**src/rtl/parity_frame_tx_if.sv**
```systemverilog
// Handshake and serial-output bundle for parity_frame_tx.
// master drives the byte/parity/valid side; slave is the transmitter.
interface parity_frame_tx_if #(
  parameter int unsigned DATA_W = 8
);
  logic [DATA_W-1:0] data_in;
  logic              parity_in;
  logic              in_valid;
  logic              in_ready;
  logic              tx;
  logic              busy;
  logic              frame_done;

  modport master (
    output data_in,
    output parity_in,
    output in_valid,
    input  in_ready,
    input  tx,
    input  busy,
    input  frame_done
  );

  modport slave (
    input  data_in,
    input  parity_in,
    input  in_valid,
    output in_ready,
    output tx,
    output busy,
    output frame_done
  );
endinterface

```
**src/rtl/parity_frame_tx.sv**
```systemverilog
// Serial frame transmitter: start, DATA_W bits LSB first, parity, stop; each bit held CLKS_PER_BIT clocks.
// Define PARITY_FRAME_TX_STOP2_EN to send two stop bits instead of one.
module parity_frame_tx #(
  parameter int unsigned DATA_W       = 8,
  parameter int unsigned CLKS_PER_BIT = 4
) (
  input  logic              clk,
  input  logic              rst,
  parity_frame_tx_if.slave  bus
);

  localparam int unsigned CYC_W = (CLKS_PER_BIT > 1) ? $clog2(CLKS_PER_BIT) : 1;
  localparam int unsigned BIT_W = (DATA_W > 1) ? $clog2(DATA_W) : 1;
`ifdef PARITY_FRAME_TX_STOP2_EN
  localparam int unsigned STOP_BITS = 2;
`else
  localparam int unsigned STOP_BITS = 1;
`endif
  localparam logic [CYC_W-1:0] CYC_LAST  = CYC_W'(CLKS_PER_BIT - 1);
  localparam logic [BIT_W-1:0] BIT_LAST  = BIT_W'(DATA_W - 1);
  localparam logic             STOP_LAST = 1'(STOP_BITS - 1);

  typedef enum logic [2:0] {
    ST_IDLE,
    ST_START,
    ST_DATA,
    ST_PARITY,
    ST_STOP
  } state_e;

  state_e              state_q,      state_d;
  logic [CYC_W-1:0]    cyc_q,        cyc_d;
  logic [BIT_W-1:0]    bit_q,        bit_d;
  logic [DATA_W-1:0]   shift_q,      shift_d;
  logic                par_q,        par_d;
  logic                stop_q,       stop_d;
  logic                tx_q,         tx_d;
  logic                in_ready_q,   in_ready_d;
  logic                busy_q,       busy_d;
  logic                frame_done_q, frame_done_d;

  logic                bit_end;
  logic [DATA_W-1:0]   shift_nxt;

  assign bit_end   = (cyc_q == CYC_LAST);
  assign shift_nxt = shift_q >> 1;

  // Next-state and next-output decode; tx is prepared one edge ahead of each bit.
  always_comb begin
    state_d      = state_q;
    cyc_d        = bit_end ? '0 : cyc_q + CYC_W'(1);
    bit_d        = bit_q;
    shift_d      = shift_q;
    par_d        = par_q;
    stop_d       = stop_q;
    tx_d         = tx_q;
    in_ready_d   = in_ready_q;
    busy_d       = busy_q;
    frame_done_d = 1'b0;

    unique case (state_q)
      ST_IDLE: begin
        cyc_d      = '0;
        tx_d       = 1'b1;
        in_ready_d = 1'b1;
        busy_d     = 1'b0;
        if (bus.in_valid && in_ready_q) begin
          shift_d    = bus.data_in;
          par_d      = bus.parity_in;
          bit_d      = '0;
          state_d    = ST_START;
          tx_d       = 1'b0;
          in_ready_d = 1'b0;
          busy_d     = 1'b1;
        end
      end

      ST_START: begin
        if (bit_end) begin
          state_d = ST_DATA;
          tx_d    = shift_q[0];
        end
      end

      ST_DATA: begin
        if (bit_end) begin
          if (bit_q == BIT_LAST) begin
            state_d = ST_PARITY;
            tx_d    = par_q;
          end else begin
            bit_d   = bit_q + BIT_W'(1);
            shift_d = shift_nxt;
            tx_d    = shift_nxt[0];
          end
        end
      end

      ST_PARITY: begin
        if (bit_end) begin
          state_d = ST_STOP;
          stop_d  = 1'b0;
          tx_d    = 1'b1;
        end
      end

      ST_STOP: begin
        if (bit_end) begin
          if (stop_q != STOP_LAST) begin
            stop_d = 1'b1;
          end else begin
            state_d      = ST_IDLE;
            frame_done_d = 1'b1;
            in_ready_d   = 1'b1;
            busy_d       = 1'b0;
            tx_d         = 1'b1;
          end
        end
      end

      default: begin
        state_d    = ST_IDLE;
        cyc_d      = '0;
        tx_d       = 1'b1;
        in_ready_d = 1'b1;
        busy_d     = 1'b0;
      end
    endcase
  end

  always_ff @(posedge clk or posedge rst) begin
    if (rst) begin
      state_q      <= ST_IDLE;
      cyc_q        <= '0;
      bit_q        <= '0;
      shift_q      <= '0;
      par_q        <= 1'b0;
      stop_q       <= 1'b0;
      tx_q         <= 1'b1;
      in_ready_q   <= 1'b1;
      busy_q       <= 1'b0;
      frame_done_q <= 1'b0;
    end else begin
      state_q      <= state_d;
      cyc_q        <= cyc_d;
      bit_q        <= bit_d;
      shift_q      <= shift_d;
      par_q        <= par_d;
      stop_q       <= stop_d;
      tx_q         <= tx_d;
      in_ready_q   <= in_ready_d;
      busy_q       <= busy_d;
      frame_done_q <= frame_done_d;
    end
  end

  assign bus.tx         = tx_q;
  assign bus.in_ready   = in_ready_q;
  assign bus.busy       = busy_q;
  assign bus.frame_done = frame_done_q;

endmodule

```
**src/flat_wrapper.sv**
```systemverilog
// flat-port wrapper written by rule: the top's interface ports become plain ports
module parity_frame_tx_flat 
#(
  parameter int unsigned DATA_W       = 8,
  parameter int unsigned CLKS_PER_BIT = 4
)
  (clk, rst, bus_data_in, bus_parity_in, bus_in_valid, bus_in_ready, bus_tx, bus_busy, bus_frame_done);
  parity_frame_tx_if #(.DATA_W(DATA_W)) bus_i ();
  input  logic clk;
  input  logic rst;
  input wire logic [$bits(bus_i.data_in)-1:0] bus_data_in;
  input wire logic [$bits(bus_i.parity_in)-1:0] bus_parity_in;
  input wire logic [$bits(bus_i.in_valid)-1:0] bus_in_valid;
  output wire logic [$bits(bus_i.in_ready)-1:0] bus_in_ready;
  output wire logic [$bits(bus_i.tx)-1:0] bus_tx;
  output wire logic [$bits(bus_i.busy)-1:0] bus_busy;
  output wire logic [$bits(bus_i.frame_done)-1:0] bus_frame_done;
  assign bus_i.data_in = bus_data_in;
  assign bus_i.parity_in = bus_parity_in;
  assign bus_i.in_valid = bus_in_valid;
  assign bus_in_ready = bus_i.in_ready;
  assign bus_tx = bus_i.tx;
  assign bus_busy = bus_i.busy;
  assign bus_frame_done = bus_i.frame_done;
  parity_frame_tx #(.DATA_W(DATA_W), .CLKS_PER_BIT(CLKS_PER_BIT)) u_core (.clk(clk), .rst(rst), .bus(bus_i));
endmodule
```
**config.mk**
```make
export PLATFORM = sky130hd
export DESIGN_NAME = parity_frame_tx_flat
export DESIGN_NICKNAME = d
export VERILOG_FILES = /design/src/rtl/parity_frame_tx_if.sv /design/src/rtl/parity_frame_tx.sv /design/src/flat_wrapper.sv
export SDC_FILE = /design/constraint.sdc
export NUM_CORES = 1
export LEC_CHECK = 0
export ABC_AREA = 1
export CAP_MARGIN = 20
export CELL_PAD_IN_SITES_DETAIL_PLACEMENT = 1
export CELL_PAD_IN_SITES_GLOBAL_PLACEMENT = 1
export CORE_MARGIN = 2
export CORE_UTILIZATION = 34
export DETAILED_ROUTE_END_ITERATION = 10
export MAX_ROUTING_LAYER = met4
export PLACE_DENSITY_LB_ADDON = 0.1
export SYNTH_ARGS = -nofsm -noshare
export SYNTH_HDL_FRONTEND = slang
export SYNTH_SLANG_ARGS = --single-unit
```
**constraint.sdc**
```tcl
create_clock -name clk -period 1.3 [get_ports clk]
set_input_delay 0.26 -clock clk [delete_from_list [all_inputs] [get_ports clk]]
set_output_delay 0.26 -clock clk [all_outputs]
set_load 0.05 [all_outputs]
```
# Word level (Yosys, flattened, before mapping)
# Index checks and enable logic that the tools add are counted.
# totals
ff_bits	22
word_cells	77
out_inout_bits	4
# op_classes
eq_ne	14
bitwise_logic	1
reduce_logical	12
n_addsub	2
muxes	38
# op_table
cell	count
$mux 3	10
$mux 8	3
$mux 1	16
$pmux 8 s2	1
$pmux 3 s5	1
$ne 2x1->1 const B	6
$reduce_and 7->1	1
$eq 3x2->1 const B	2
$eq 3x3->1 const B	2
$pmux 1 s3	2
$pmux 3 s2	1
$reduce_and 3->1	2
$pmux 1 s5	1
$reduce_and 5->1	1
$mux 2	2
$ne 2x2->1 const B	2
$reduce_and 4->1	1
$reduce_bool 2->1	2
$reduce_or 4->1	1
$add 3x1->3 const B	1
$eq 3x1->1 const B	1
$logic_not 3->1	1
$reduce_or 3->1	1
$add 2x1->2 const B	1
other kinds (5)	5

# Longest topological paths before layout
# Gate-level depths: netlist of run 1.
# logic_depth
ltp_word	4
depth_mapped	9

# Worst setup path after synthesis of run 1
# Ideal clock, no wire load.
# synth_path
kind	flip-flop to flip-flop
from	register u_core.in_ready_q (netlist: u_core.bus.in_ready)
to	register u_core.state_q[1]
required_time_ps	1183
period_less_slack_ps	1426
stages_incl_launch_ff	8
t_arrival_ps	1309
setup_slack_ps	-126
path_buffers	0
path_cell_list	dfstp_2 nand2_1 nand3_2 nand2_2 nor2_1 nand2_1 nand2_1 nand2_1
# synth_between
elab_chain_len	3
# synth_lines
element	line_no	rtl
start: declaration	parity_frame_tx.sv:38	logic in_ready_q, in_ready_d;
start signal: assignment	parity_frame_tx.sv:150	in_ready_q <= in_ready_d;
$logic_and 1x1->1	parity_frame_tx.sv:67	if (bus.in_valid && in_ready_q) begin
$ne 2x1->1 (no line)	--	
$reduce_and 7->1 (no line)	--	
end signal: assignment	parity_frame_tx.sv:143	state_q <= state_d;
end: declaration	parity_frame_tx.sv:31	state_e state_q, state_d;
# Every way passes these cells.
# A chain may end at the register's enable or synchronous reset.

# Worst setup path in the final report of run 1
# layout_path
from	register u_core.state_q[2]
to	register u_core.shift_q[7]
# layout_between
elab_chain_len	3
word_cells_on_any_way	8
# layout_lines
element	line_no	rtl
$eq 3x2->1 / $logic_not 3->1 (equally long branches)	parity_frame_tx.sv:61	unique case (state_q)
$ne 2x2->1 (no line), or another cell as far along	--	
$reduce_and 4->1 (no line)	--	
end signal: assignment	parity_frame_tx.sv:146	shift_q <= shift_d;
end: declaration	parity_frame_tx.sv:34	logic [DATA_W-1:0] shift_q, shift_d;
# Several ways; a longest one is shown, not always the timed one.

==> run_summary.xml, run 1 <==
<?xml version="1.0" encoding="UTF-8"?>
<metrics>
  <group name="route">
    <metric name="vias" unit="">1112</metric>
    <metric name="final_antenna_net_count" unit="">0</metric>
    <metric name="detailedRoute.firstIterationViolations" unit="">20</metric>
    <metric name="viasPerCell" unit="">4.73</metric>
    <metric name="wl_per_cell" unit="µm">14.3</metric>
    <metric name="wl" unit="µm">3360</metric>
    <metric name="drc_errors" unit="">0</metric>
    <metric name="detail_route.first_pass.iterations" unit="">4</metric>
  </group>
  <group name="synthesis">
    <metric name="synth.avg_cell_area" unit="µm²">7.52</metric>
    <metric name="synth-seq-area-share" unit="%">48.5</metric>
    <metric name="post_synthesis_cells" unit="">145</metric>
    <metric name="yosysUniqueCellTypes" unit="">18</metric>
    <metric name="synthDominantCellAreaShare" unit="%">43.6</metric>
    <metric name="dominant_cell_type_by_area_after_synthesis" unit="">sky130_fd_sc_hd__dfrtp_1</metric>
    <metric name="syn_nets" unit="">160</metric>
    <metric name="synthTopCellsByArea" unit="">sky130_fd_sc_hd__dfrtp_1 (44%), sky130_fd_sc_hd__nand2_1 (24%), sky130_fd_sc_hd__nand3_1 (5.5%), sky130_fd_sc_hd__dfstp_2 (4.8%), sky130_fd_sc_hd__inv_1 (4.5%)</metric>
    <metric name="synth-edff-count" unit="">0</metric>
    <metric name="postSynth.topFlopCell" unit="">sky130_fd_sc_hd__dfrtp_1</metric>
    <metric name="syn-cell-area" unit="µm²">1090</metric>
    <metric name="synth.ff_latch_count" unit="">21</metric>
    <metric name="yosysWarnings" unit="">0</metric>
    <metric name="share_of_async_settable_or_async_resettable_flops_after_synthesis" unit="%">100</metric>
  </group>
  <group name="timing">
    <metric name="fin_crit_sh" unit="%">112</metric>
    <metric name="max_freq" unit="GHz">0.690</metric>
    <metric name="period_minus_slack" unit="ps">1450</metric>
    <metric name="timing.final.ws_setup" unit="ps">-150</metric>
    <metric name="worst_slew_margin_rel" unit="%">86.0</metric>
    <metric name="grt_setup_unrepaired" unit="">yes</metric>
    <metric name="final_report_hold_violation_count" unit="">0</metric>
    <metric name="pin_slew_with_the_least_headroom_to_its_limit" unit="ps">209</metric>
    <metric name="timing.clock.skew" unit="ps">5.46</metric>
    <metric name="finalMaxSlewViolations" unit="">0</metric>
    <metric name="finalSetupViolCount" unit="">18</metric>
  </group>
  <group name="power">
    <metric name="p_per_area" unit="nW/µm²">2690</metric>
    <metric name="max-vdd-ir-drop" unit="µV">1010</metric>
    <metric name="p_leak" unit="µW">0.000902</metric>
  </group>
  <group name="placed_design">
    <metric name="final_replace_weighted_congestion" unit="">0.768</metric>
    <metric name="dp_worst_setup_slack" unit="ps">-225</metric>
    <metric name="portBuffers" unit="">15</metric>
    <metric name="dp_hpwl" unit="µm">2060</metric>
  </group>
  <group name="global_routing">
    <metric name="grt.total_usage" unit="%">19.0</metric>
    <metric name="grt_start_max_net_pins" unit="">22</metric>
    <metric name="grt-ovfl-total" unit="">0</metric>
    <metric name="grt_pass1_vias" unit="">1077</metric>
    <metric name="grt_antenna_before_repair" unit="">0</metric>
    <metric name="grt_first_pass_wirelength" unit="µm">4940</metric>
  </group>
  <group name="floorplan">
    <metric name="io_pins" unit="">16</metric>
    <metric name="floorplan.rows" unit="">20</metric>
    <metric name="initial_core_util" unit="%">35.7</metric>
    <metric name="die_w" unit="µm">60.6</metric>
    <metric name="placeableCoreArea" unit="µm²">3050</metric>
    <metric name="die_h" unit="µm">60.6</metric>
    <metric name="total_die_area" unit="µm²">3670</metric>
  </group>
  <group name="worst_setup_path">
    <metric name="worst_setup_path_start_kind" unit="">register</metric>
    <metric name="worstReg2RegEnd" unit="">u_core.shift_q[7]</metric>
    <metric name="classification_of_the_worst_setup_path" unit="">register to register</metric>
    <metric name="critical_path_peak_fanout" unit="">6</metric>
    <metric name="critPathRequiredTime" unit="ps">1520</metric>
    <metric name="rr_worst_depth" unit="">8</metric>
    <metric name="critPathCaptureType" unit="">register</metric>
    <metric name="ff2ff_setup_slack" unit="ps">-150</metric>
    <metric name="critical_path.reg2reg.startpoint" unit="">u_core.state_q[2]</metric>
    <metric name="worst_ep_arrival_time" unit="ps">1670</metric>
  </group>
  <group name="clock_network">
    <metric name="tritoncts" unit="">yes</metric>
    <metric name="clockRootBuffer" unit="">sky130_fd_sc_hd__clkbuf_4</metric>
    <metric name="htreeDepth" unit="">1</metric>
    <metric name="clk_pin_slew_worst_paths" unit="ps">130</metric>
    <metric name="clock_latency_reported_for_the_late_side_of_the_worst_skew_pair" unit="ps">310</metric>
    <metric name="clk_sinks" unit="">21</metric>
    <metric name="postCtsHoldBufs" unit="">0</metric>
    <metric name="cts.path.max_buffers" unit="">2</metric>
    <metric name="cts-buffers-inserted" unit="">3</metric>
  </group>
  <group name="cells_and_area">
    <metric name="postLayoutCoreUtil" unit="%">57.8</metric>
    <metric name="mostFrequentLayoutCell" unit="">sky130_fd_sc_hd__nand2_1</metric>
    <metric name="finalNetCount" unit="">207</metric>
    <metric name="areaGrowthSynthToFinish" unit="%">61.9</metric>
    <metric name="insertedDiodeCount" unit="">0</metric>
    <metric name="drive_gt1_share" unit="%">39.3</metric>
    <metric name="most-common-layout-cells" unit="">sky130_fd_sc_hd__nand2_1 (61), sky130_fd_sc_hd__buf_4 (20), sky130_fd_sc_hd__dfrtp_1 (17), sky130_fd_sc_hd__clkdlybuf4s50_1 (11), sky130_fd_sc_hd__nand2_2 (10)</metric>
  </group>
  <group name="status">
    <metric name="violations" unit="">setup timing</metric>
    <metric name="status" unit="">finished, violations left</metric>
  </group>
  <group name="worst_hold_path">
    <metric name="hp-class" unit="">primary input to async pin</metric>
  </group>
  <group name="job">
    <metric name="maxCapViolCount" unit="">0</metric>
  </group>
</metrics>
-- worst max-delay path by stage --
stage	from	end	depth (start not counted)	slack [ps]
2_1_floorplan	u_core.bus.in_ready	u_core.bit_q[1]	7	-80
3_5_place_dp	u_core.bit_q[0]	u_core.shift_q[7]	8	-220
3_3_place_gp	bus_in_valid	u_core.bit_q[1]	8	-150
5_1_grt	u_core.state_q[2]	u_core.shift_q[2]	8	-200
4_1_cts	u_core.bit_q[1]	u_core.bit_q[2]	8	-100
6_report	u_core.state_q[2]	u_core.shift_q[7]	8	-150
-- metal layers --
metal / part of all wire (%) / track usage (%) / vias to the layer above
met4: 1.4 / 4.97 / 0
met1: 43 / 22.9 / 539
met5: 0 / - / -
met2: 53 / 31.8 / 17
li1: - / - / 552
met3: 2.4 / 4.48 / 4
-- final cells by class --
class,count,area [µm²]
Timing Repair Buffer,43,448
Inverter,14,57.6
Clock buffer,3,22.5
Sequential cell,21,531
Clock inverter,1,5.00
Multi-Input combinational cell,109,646
Tap cell,44,55.1
Fill cell,375,1290
-- flip-flops by register name (all words and copies together) (netlist names) --
| signal | cells |
|---|---|
| u_core.bus.tx | 1 |
| u_core.par_q | 1 |
| u_core.cyc_q | 2 |
| u_core.bus.busy | 1 |
| u_core.shift_q | 8 |
| u_core.state_q | 3 |
| u_core.bus.frame_done | 1 |
| u_core.bit_q | 3 |
| u_core.bus.in_ready | 1 |
-- stage by stage --
step           power, µW  std cells  area [µm²]  hold slack (ps)  setup TNS [ps]
2_1_floorplan       2540        145        1100              235            -744
3_3_place_gp        3320        219        1470              460           -1880
3_5_place_dp        3400        219        1470              464           -2720
4_1_cts             4150        230        1630              242           -1040
5_1_grt             5160        235        1760              236           -2820
6_report            4740        235        1760              252           -1750
-- critical path: stages, from the launching register on --
cell and delay [ps]:
sky130_fd_sc_hd__dfrtp_2 470, sky130_fd_sc_hd__nor2_4 190, sky130_fd_sc_hd__buf_12 140, sky130_fd_sc_hd__nand3_4 120, sky130_fd_sc_hd__nand2_4 120, sky130_fd_sc_hd__nor2_4 60
sky130_fd_sc_hd__buf_6 140, sky130_fd_sc_hd__nand3_1 60, sky130_fd_sc_hd__nand2_1 50
-- cell usage after synthesis, types with 2 or more instances --
master	number
sky130_fd_sc_hd__nand4_1	3
sky130_fd_sc_hd__ha_1	3
sky130_fd_sc_hd__nor2_2	2
sky130_fd_sc_hd__dfstp_2	2
sky130_fd_sc_hd__inv_1	13
sky130_fd_sc_hd__nand3_1	12
sky130_fd_sc_hd__o21ai_1	4
sky130_fd_sc_hd__dfrtp_1	19
sky130_fd_sc_hd__a21oi_1	2
sky130_fd_sc_hd__nand2_1	71
sky130_fd_sc_hd__nor2_1	5
sky130_fd_sc_hd__nand3_2	3
-- cells by family after synthesis --
kind of cell | share of synthesized area (%)
flops | 48.5
buf+inv | 5.97
simple gates | 38.9
compound gates | 3.21
fa+ha+maj | 3.44
-- power by group --
part / internal, µW / total, µW / switching, µW
combinational: 1460 / 3250 / 1790
clock: 115 / 328 / 213
sequential: 966 / 1160 / 197
-- what timing repair did --
| item | 4_1_cts | 5_1_grt |
|---|---|---|
| setup buffers | 5 | 6 |
| setup endpoints to repair | 17 | 22 |
| pin swaps | 6 | 17 |
| cloned | 2 | 0 |
| gates resized for setup | 21 | 24 |
Note: power is estimated with default switching activity, not from simulation.
==> run 2: changes to the inputs <==
--- a/config.mk
+++ b/config.mk
@@ -6,12 +6,14 @@
 export NUM_CORES = 1
 export LEC_CHECK = 0
 export ABC_AREA = 1
+export ABC_CLOCK_PERIOD_IN_PS = 1300
 export CAP_MARGIN = 20
 export CELL_PAD_IN_SITES_DETAIL_PLACEMENT = 1
 export CELL_PAD_IN_SITES_GLOBAL_PLACEMENT = 1
 export CORE_MARGIN = 2
-export CORE_UTILIZATION = 34
+export CORE_UTILIZATION = 40
 export DETAILED_ROUTE_END_ITERATION = 10
+export DONT_BUFFER_PORTS = 1
 export MAX_ROUTING_LAYER = met4
 export PLACE_DENSITY_LB_ADDON = 0.1
 export SYNTH_ARGS = -nofsm -noshare
==> run_summary.xml, run 2 (synthesized netlist as in run 1, its figures left out) <==
<?xml version="1.0" encoding="UTF-8"?>
<metrics>
  <group name="timing">
    <metric name="pin_slew_with_the_least_headroom_to_its_limit" unit="ps">509</metric>
    <metric name="max_freq" unit="GHz">0.679</metric>
    <metric name="fin_crit_sh" unit="%">113</metric>
    <metric name="finalMaxSlewViolations" unit="">0</metric>
    <metric name="final_report_hold_violation_count" unit="">0</metric>
    <metric name="timing.final.ws_setup" unit="ps">-173</metric>
    <metric name="period_minus_slack" unit="ps">1470</metric>
    <metric name="finalSetupViolCount" unit="">20</metric>
    <metric name="worst_slew_margin_rel" unit="%">66.0</metric>
    <metric name="timing.clock.skew" unit="ps">5.37</metric>
    <metric name="grt_setup_unrepaired" unit="">yes</metric>
    <metric name="final.hold.worst_slack" unit="ps">50.1</metric>
  </group>
  <group name="placed_design">
    <metric name="place.detailed.instances" unit="">189</metric>
    <metric name="dp_hpwl" unit="µm">2010</metric>
    <metric name="portBuffers" unit="">0</metric>
    <metric name="final_replace_weighted_congestion" unit="">0.831</metric>
  </group>
  <group name="cells_and_area">
    <metric name="most-common-layout-cells" unit="">sky130_fd_sc_hd__nand2_1 (44), sky130_fd_sc_hd__nand2_2 (23), sky130_fd_sc_hd__buf_4 (20), sky130_fd_sc_hd__dfrtp_1 (18), sky130_fd_sc_hd__buf_6 (9)</metric>
    <metric name="mostFrequentLayoutCell" unit="">sky130_fd_sc_hd__nand2_1</metric>
    <metric name="drive_gt1_share" unit="%">53.9</metric>
    <metric name="fin_cells" unit="">210</metric>
    <metric name="fillerInstances" unit="">279</metric>
    <metric name="combined_area_of_the_multi_input_logic_cells" unit="µm²">764</metric>
    <metric name="register_area" unit="µm²">529</metric>
    <metric name="largest_register" unit="">u_core.shift_q</metric>
    <metric name="top_regs" unit="">u_core.shift_q: 8 flops, u_core.bit_q: 3 flops, u_core.state_q: 3 flops</metric>
    <metric name="areaGrowthSynthToFinish" unit="%">56.6</metric>
    <metric name="insertedDiodeCount" unit="">0</metric>
    <metric name="largest_register_ff_count" unit="">8</metric>
    <metric name="finalNetCount" unit="">196</metric>
  </group>
  <group name="floorplan">
    <metric name="placeableCoreArea" unit="µm²">2520</metric>
    <metric name="die_h" unit="µm">56.2</metric>
    <metric name="floorplan.rows" unit="">18</metric>
    <metric name="die_w" unit="µm">56.2</metric>
    <metric name="io_pins" unit="">16</metric>
    <metric name="total_die_area" unit="µm²">3160</metric>
    <metric name="initial_core_util" unit="%">43.2</metric>
  </group>
  <group name="power">
    <metric name="combPwrFrac" unit="%">69.1</metric>
    <metric name="pwr-share-clk" unit="%">6.6</metric>
    <metric name="net_load_switching_power" unit="µW">2740</metric>
    <metric name="p_leak" unit="µW">0.000859</metric>
    <metric name="seqPwrFrac" unit="%">24.3</metric>
    <metric name="p_per_area" unit="nW/µm²">3120</metric>
    <metric name="switching_share" unit="%">51.5</metric>
    <metric name="intPower" unit="µW">2580</metric>
    <metric name="max-vdd-ir-drop" unit="µV">2270</metric>
  </group>
  <group name="clock_network">
    <metric name="cts.path.max_buffers" unit="">2</metric>
    <metric name="htreeDepth" unit="">1</metric>
    <metric name="clk_pin_slew_worst_paths" unit="ps">130</metric>
    <metric name="clockRootBuffer" unit="">sky130_fd_sc_hd__clkbuf_4</metric>
    <metric name="cts-buffers-inserted" unit="">3</metric>
    <metric name="clk_sinks" unit="">21</metric>
    <metric name="clock_latency_reported_for_the_late_side_of_the_worst_skew_pair" unit="ps">320</metric>
    <metric name="tritoncts" unit="">yes</metric>
  </group>
  <group name="worst_setup_path">
    <metric name="worst_ep_arrival_time" unit="ps">1690</metric>
    <metric name="worst_setup_path_start_kind" unit="">register</metric>
    <metric name="critical_path_peak_fanout" unit="">5</metric>
    <metric name="classification_of_the_worst_setup_path" unit="">register to register</metric>
    <metric name="critPathCaptureType" unit="">register</metric>
    <metric name="worstReg2RegEnd" unit="">u_core.bit_q[0]</metric>
    <metric name="ff2ff_setup_slack" unit="ps">-170</metric>
    <metric name="critPathLaunch" unit="">u_core.state_q[2]</metric>
    <metric name="critPathRequiredTime" unit="ps">1520</metric>
    <metric name="critical_path.reg2reg.startpoint" unit="">u_core.state_q[2]</metric>
    <metric name="rr_worst_depth" unit="">7</metric>
  </group>
  <group name="global_routing">
    <metric name="grt_first_pass_wirelength" unit="µm">5910</metric>
    <metric name="grt_start_max_net_pins" unit="">13</metric>
    <metric name="grt.total_usage" unit="%">25.3</metric>
    <metric name="grt-ovfl-total" unit="">0</metric>
    <metric name="grt_antenna_before_repair" unit="">0</metric>
    <metric name="grt_pass1_vias" unit="">1217</metric>
  </group>
  <group name="route">
    <metric name="detail_route.first_pass.iterations" unit="">4</metric>
    <metric name="detailedRoute.firstIterationViolations" unit="">23</metric>
    <metric name="vias" unit="">1204</metric>
    <metric name="viasPerCell" unit="">5.73</metric>
    <metric name="drc_errors" unit="">0</metric>
    <metric name="final_antenna_net_count" unit="">0</metric>
    <metric name="wl_per_cell" unit="µm">21.5</metric>
    <metric name="wl" unit="µm">4520</metric>
  </group>
  <group name="worst_hold_path">
    <metric name="hp-class" unit="">primary input to register</metric>
    <metric name="timing.hold.worst_endpoint" unit="">u_core.par_q</metric>
    <metric name="holdPathStages" unit="">2</metric>
    <metric name="hold_start" unit="">bus_parity_in</metric>
  </group>
  <group name="status">
    <metric name="status" unit="">finished, violations left</metric>
    <metric name="violations" unit="">setup timing</metric>
  </group>
  <group name="job">
    <metric name="maxCapViolCount" unit="">0</metric>
  </group>
</metrics>
## run 2: cell types whose count changed in the layout (fill, tap and decap cells not counted), sizes merged
cell,before,now
clkbuf,3,4
clkinv,1,0
dlygate4sd3,0,1
buf,32,31
clkdlybuf4s50,11,0
## run 2: through the flow
| step | instance area (µm²) | utilization (%) | total power [µW] | setup TNS [ps] | setup slack (ps) |
|---|---|---|---|---|---|
| final | 1710 | 67.7 | 5330 | -2350 | -173 |
| after global placement | 1250 | 49.7 | 3170 | -1620 | -147 |
| after detailed placement | 1250 | 49.7 | 3260 | -2710 | -219 |
| after CTS | 1520 | 60.1 | 4410 | -1190 | -106 |
| after global routing | 1710 | 67.7 | 5580 | -3440 | -226 |
| after floorplan | 1100 | - | 2540 | -744 | -76.8 |
## run 2: worst max-delay path, cell delays in order, from the launching register on
cell and delay (ps):
sky130_fd_sc_hd__dfrtp_2 460, sky130_fd_sc_hd__nor2_4 260, sky130_fd_sc_hd__buf_6 160, sky130_fd_sc_hd__o21ai_4 70
sky130_fd_sc_hd__inv_2 120, sky130_fd_sc_hd__nand3_4 140, sky130_fd_sc_hd__nand2_2 90, sky130_fd_sc_hd__o21ai_1 70
## run 2: final cells by class
type	instances	share of cell area (%)
Multi-Input combinational cell	109	44.8
Timing Repair Buffer	32	17.1
Clock buffer	4	1.54
Tap cell	30	2.20
Inverter	14	3.37
Sequential cell	21	31.0
## run 2: worst max path at each step
stage	endpoint	slack, ps
finish	u_core.bit_q[0]	-170
global route	u_core.bit_q[2]	-230
CTS	u_core.shift_q[7]	-110
detailed placement	u_core.shift_q[7]	-220
global placement	u_core.bit_q[0]	-150
floorplan	u_core.bit_q[1]	-80
## run 2: layer usage
metal	track usage (%)	part of all wire (%)	vias to the layer above
li1	-	-	528
met1	29.8	40	613
met2	44.5	52	43
met3	2.56	3.4	20
met4	8.84	4.6	0
met5	-	0	-
## run 2: power by group through the flow
| stage | sequential (µW) | combinational (µW) | clock [µW] |
|---|---|---|---|
| 2_1_floorplan | 1280 | 1270 | 0 |
| 3_3_place_gp | 1240 | 1930 | 0 |
| 3_5_place_dp | 1260 | 2000 | 0 |
| 4_1_cts | 1250 | 2820 | 340 |
| 5_1_grt | 1320 | 3900 | 365 |
| 6_report | 1290 | 3680 | 350 |
## run 2: repair_timing
item / in CTS / in global routing
endpoints found under the setup margin: 17 / 22
pin swaps: 12 / 19
cloned: 2 / 1
hold buffers: 1 / 0
endpoints found under the hold margin: 7 / 0
buffers inserted: 10 / 6
resized for setup: 31 / 55
==> run 3: changes to the inputs <==
--- a/config.mk
+++ b/config.mk
@@ -10,7 +10,7 @@
 export CAP_MARGIN = 20
 export CELL_PAD_IN_SITES_DETAIL_PLACEMENT = 1
 export CELL_PAD_IN_SITES_GLOBAL_PLACEMENT = 1
-export CORE_MARGIN = 2
+export CORE_MARGIN = 8
 export CORE_UTILIZATION = 40
 export DETAILED_ROUTE_END_ITERATION = 10
 export DONT_BUFFER_PORTS = 1
==> run_summary.xml, run 3 (synthesized netlist as in run 1, its figures left out) <==
<?xml version="1.0" encoding="UTF-8"?>
<metrics>
  <group name="status">
    <metric name="status" unit="">finished, violations left</metric>
    <metric name="violations" unit="">setup timing</metric>
  </group>
  <group name="route">
    <metric name="viasPerCell" unit="">5.04</metric>
    <metric name="detailedRoute.firstIterationViolations" unit="">27</metric>
    <metric name="vias" unit="">1023</metric>
    <metric name="wl_per_cell" unit="µm">15.1</metric>
    <metric name="wl_met3" unit="µm">119</metric>
    <metric name="maxUsedRoutingLayer" unit="">met4</metric>
    <metric name="drc_errors" unit="">0</metric>
    <metric name="wl" unit="µm">3080</metric>
    <metric name="detail_route.first_pass.iterations" unit="">4</metric>
    <metric name="detailroute.wirelength.met2" unit="µm">1530</metric>
    <metric name="met1_routed_wirelength_after_detailed_routing" unit="µm">1370</metric>
    <metric name="final_antenna_net_count" unit="">0</metric>
  </group>
  <group name="floorplan">
    <metric name="die_h" unit="µm">68.2</metric>
    <metric name="initial_core_util" unit="%">40.9</metric>
    <metric name="placeableCoreArea" unit="µm²">2660</metric>
    <metric name="io_pins" unit="">16</metric>
    <metric name="total_die_area" unit="µm²">4650</metric>
    <metric name="die_w" unit="µm">68.2</metric>
    <metric name="floorplan.rows" unit="">19</metric>
  </group>
  <group name="clock_network">
    <metric name="clk_sinks" unit="">21</metric>
    <metric name="clockRootBuffer" unit="">sky130_fd_sc_hd__clkbuf_4</metric>
    <metric name="clock_latency_reported_for_the_late_side_of_the_worst_skew_pair" unit="ps">320</metric>
    <metric name="clk_pin_slew_worst_paths" unit="ps">140</metric>
    <metric name="tritoncts" unit="">yes</metric>
    <metric name="cts-buffers-inserted" unit="">3</metric>
    <metric name="htreeDepth" unit="">1</metric>
    <metric name="cts.path.max_buffers" unit="">2</metric>
  </group>
  <group name="power">
    <metric name="p_leak" unit="µW">0.000797</metric>
    <metric name="power" unit="µW">4250</metric>
    <metric name="max-vdd-ir-drop" unit="µV">1720</metric>
    <metric name="p_per_area" unit="nW/µm²">2830</metric>
  </group>
  <group name="cells_and_area">
    <metric name="drive_gt1_share" unit="%">37.2</metric>
    <metric name="most-common-layout-cells" unit="">sky130_fd_sc_hd__nand2_1 (60), sky130_fd_sc_hd__dfrtp_1 (19), sky130_fd_sc_hd__buf_4 (18), sky130_fd_sc_hd__nand2_2 (11)</metric>
    <metric name="finalNetCount" unit="">188</metric>
    <metric name="fin_cells" unit="">203</metric>
    <metric name="insertedDiodeCount" unit="">0</metric>
    <metric name="areaGrowthSynthToFinish" unit="%">37.8</metric>
    <metric name="mostFrequentLayoutCell" unit="">sky130_fd_sc_hd__nand2_1</metric>
    <metric name="top_regs" unit="">u_core.shift_q: 8 flops, u_core.bit_q: 3 flops, u_core.state_q: 3 flops</metric>
    <metric name="largest_register" unit="">u_core.shift_q</metric>
    <metric name="largest_register_ff_count" unit="">8</metric>
  </group>
  <group name="timing">
    <metric name="pin_slew_with_the_least_headroom_to_its_limit" unit="ps">473</metric>
    <metric name="final_report_hold_violation_count" unit="">0</metric>
    <metric name="finalMaxSlewViolations" unit="">0</metric>
    <metric name="timing.final.ws_setup" unit="ps">-93.7</metric>
    <metric name="worst_slew_margin_rel" unit="%">68.4</metric>
    <metric name="finalSetupViolCount" unit="">15</metric>
    <metric name="final.hold.worst_slack" unit="ps">60.8</metric>
    <metric name="fin_crit_sh" unit="%">107</metric>
    <metric name="grt_setup_unrepaired" unit="">yes</metric>
    <metric name="period_minus_slack" unit="ps">1390</metric>
    <metric name="timing.clock.skew" unit="ps">20.8</metric>
    <metric name="max_freq" unit="GHz">0.718</metric>
  </group>
  <group name="placed_design">
    <metric name="dp_hpwl" unit="µm">2060</metric>
    <metric name="portBuffers" unit="">0</metric>
    <metric name="dp_worst_setup_slack" unit="ps">-259</metric>
    <metric name="final_replace_weighted_congestion" unit="">0.826</metric>
    <metric name="place.detailed.instances" unit="">190</metric>
  </group>
  <group name="worst_setup_path">
    <metric name="critPathCaptureType" unit="">register</metric>
    <metric name="worst_setup_path_start_kind" unit="">register</metric>
    <metric name="classification_of_the_worst_setup_path" unit="">register to register</metric>
    <metric name="critical_path_peak_fanout" unit="">2</metric>
    <metric name="rr_worst_depth" unit="">9</metric>
    <metric name="worst_ep_arrival_time" unit="ps">1640</metric>
    <metric name="critPathRequiredTime" unit="ps">1550</metric>
  </group>
  <group name="global_routing">
    <metric name="grt_pass1_vias" unit="">1138</metric>
    <metric name="grt_start_max_net_pins" unit="">22</metric>
    <metric name="grt_antenna_before_repair" unit="">0</metric>
    <metric name="grt_first_pass_wirelength" unit="µm">5160</metric>
    <metric name="grt-ovfl-total" unit="">0</metric>
    <metric name="grt.total_usage" unit="%">15.2</metric>
  </group>
  <group name="worst_hold_path">
    <metric name="hp-class" unit="">primary input to register</metric>
    <metric name="holdPathStages" unit="">2</metric>
  </group>
  <group name="job">
    <metric name="maxCapViolCount" unit="">0</metric>
  </group>
</metrics>
==> run 3: cell type report <==
class | instances | area, µm²
fill | 332 | 1160
multi-input combinational | 109 | 633
sequential | 21 | 528
timing repair buffer | 24 | 214
inverter | 14 | 57.6
tap | 31 | 38.8
clock buffer | 3 | 22.5
clock inverter | 1 | 7.51
==> run 3: critical path, stage by stage (launching register included) <==
cell and delay, ps:
sky130_fd_sc_hd__dfrtp_1 410, sky130_fd_sc_hd__ha_2 200, sky130_fd_sc_hd__ha_4 170, sky130_fd_sc_hd__buf_4 150, sky130_fd_sc_hd__nand2_2 60, sky130_fd_sc_hd__nand2_1 50
sky130_fd_sc_hd__nand2_1 60, sky130_fd_sc_hd__nand4_1 90, sky130_fd_sc_hd__nand2_1 80, sky130_fd_sc_hd__nand2_1 40
==> run 3: worst paths after layout <==
| check | start | to | slack (ps) |
|---|---|---|---|
| worst min register to register | u_core.shift_q[3] | u_core.shift_q[3] | 500 |
| worst min-delay path | bus_data_in[7] | u_core.shift_q[7] | 60 |
| max in group asynchronous | rst | u_core.bus.in_ready | 610 |
| worst max register to register | u_core.bit_q[0] | u_core.bus.tx | -90 |
| min in group asynchronous | rst | u_core.cyc_q[1] | 390 |
| worst max-delay path | u_core.bit_q[0] | u_core.bus.tx | -90 |
==> run 3: timing repair <==
| item | 4_1_cts | 5_1_grt |
|---|---|---|
| cloned | 1 | 0 |
| endpoints found under the setup margin | 17 | 22 |
| hold endpoints to repair | 19 | 0 |
| pin swaps | 17 | 9 |
| resized for setup | 24 | 16 |
| buffers inserted | 5 | 2 |
| hold buffers | 1 | 0 |
==> run 3: through the flow <==
| step | TNS (ps) | utilization (%) | area, µm² |
|---|---|---|---|
| finish | -700 | 56.4 | 1500 |
| global route | -1940 | 56.4 | 1500 |
| CTS | -511 | 53.8 | 1430 |
| detailed placement | -2730 | 46.6 | 1240 |
| global placement | -1670 | 46.6 | 1240 |
| floorplan | -744 | - | 1100 |
==> run 3: report_power, final <==
| part | leakage (µW) | switching, µW | internal [µW] | total (µW) |
|---|---|---|---|---|
| logic | 0.000519 | 1530 | 1110 | 2640 |
| registers | 0.000264 | 314 | 960 | 1270 |
| clock network | 0.0000139 | 219 | 118 | 337 |
==> run 3: layer usage <==
| metal | vias up | global-route usage, % |
|---|---|---|
| met2 | 22 | 26.4 |
| met5 | - | - |
| li1 | 508 | - |
| met3 | 6 | 5.07 |
| met4 | 0 | 3.32 |
| met1 | 487 | 16.5 |
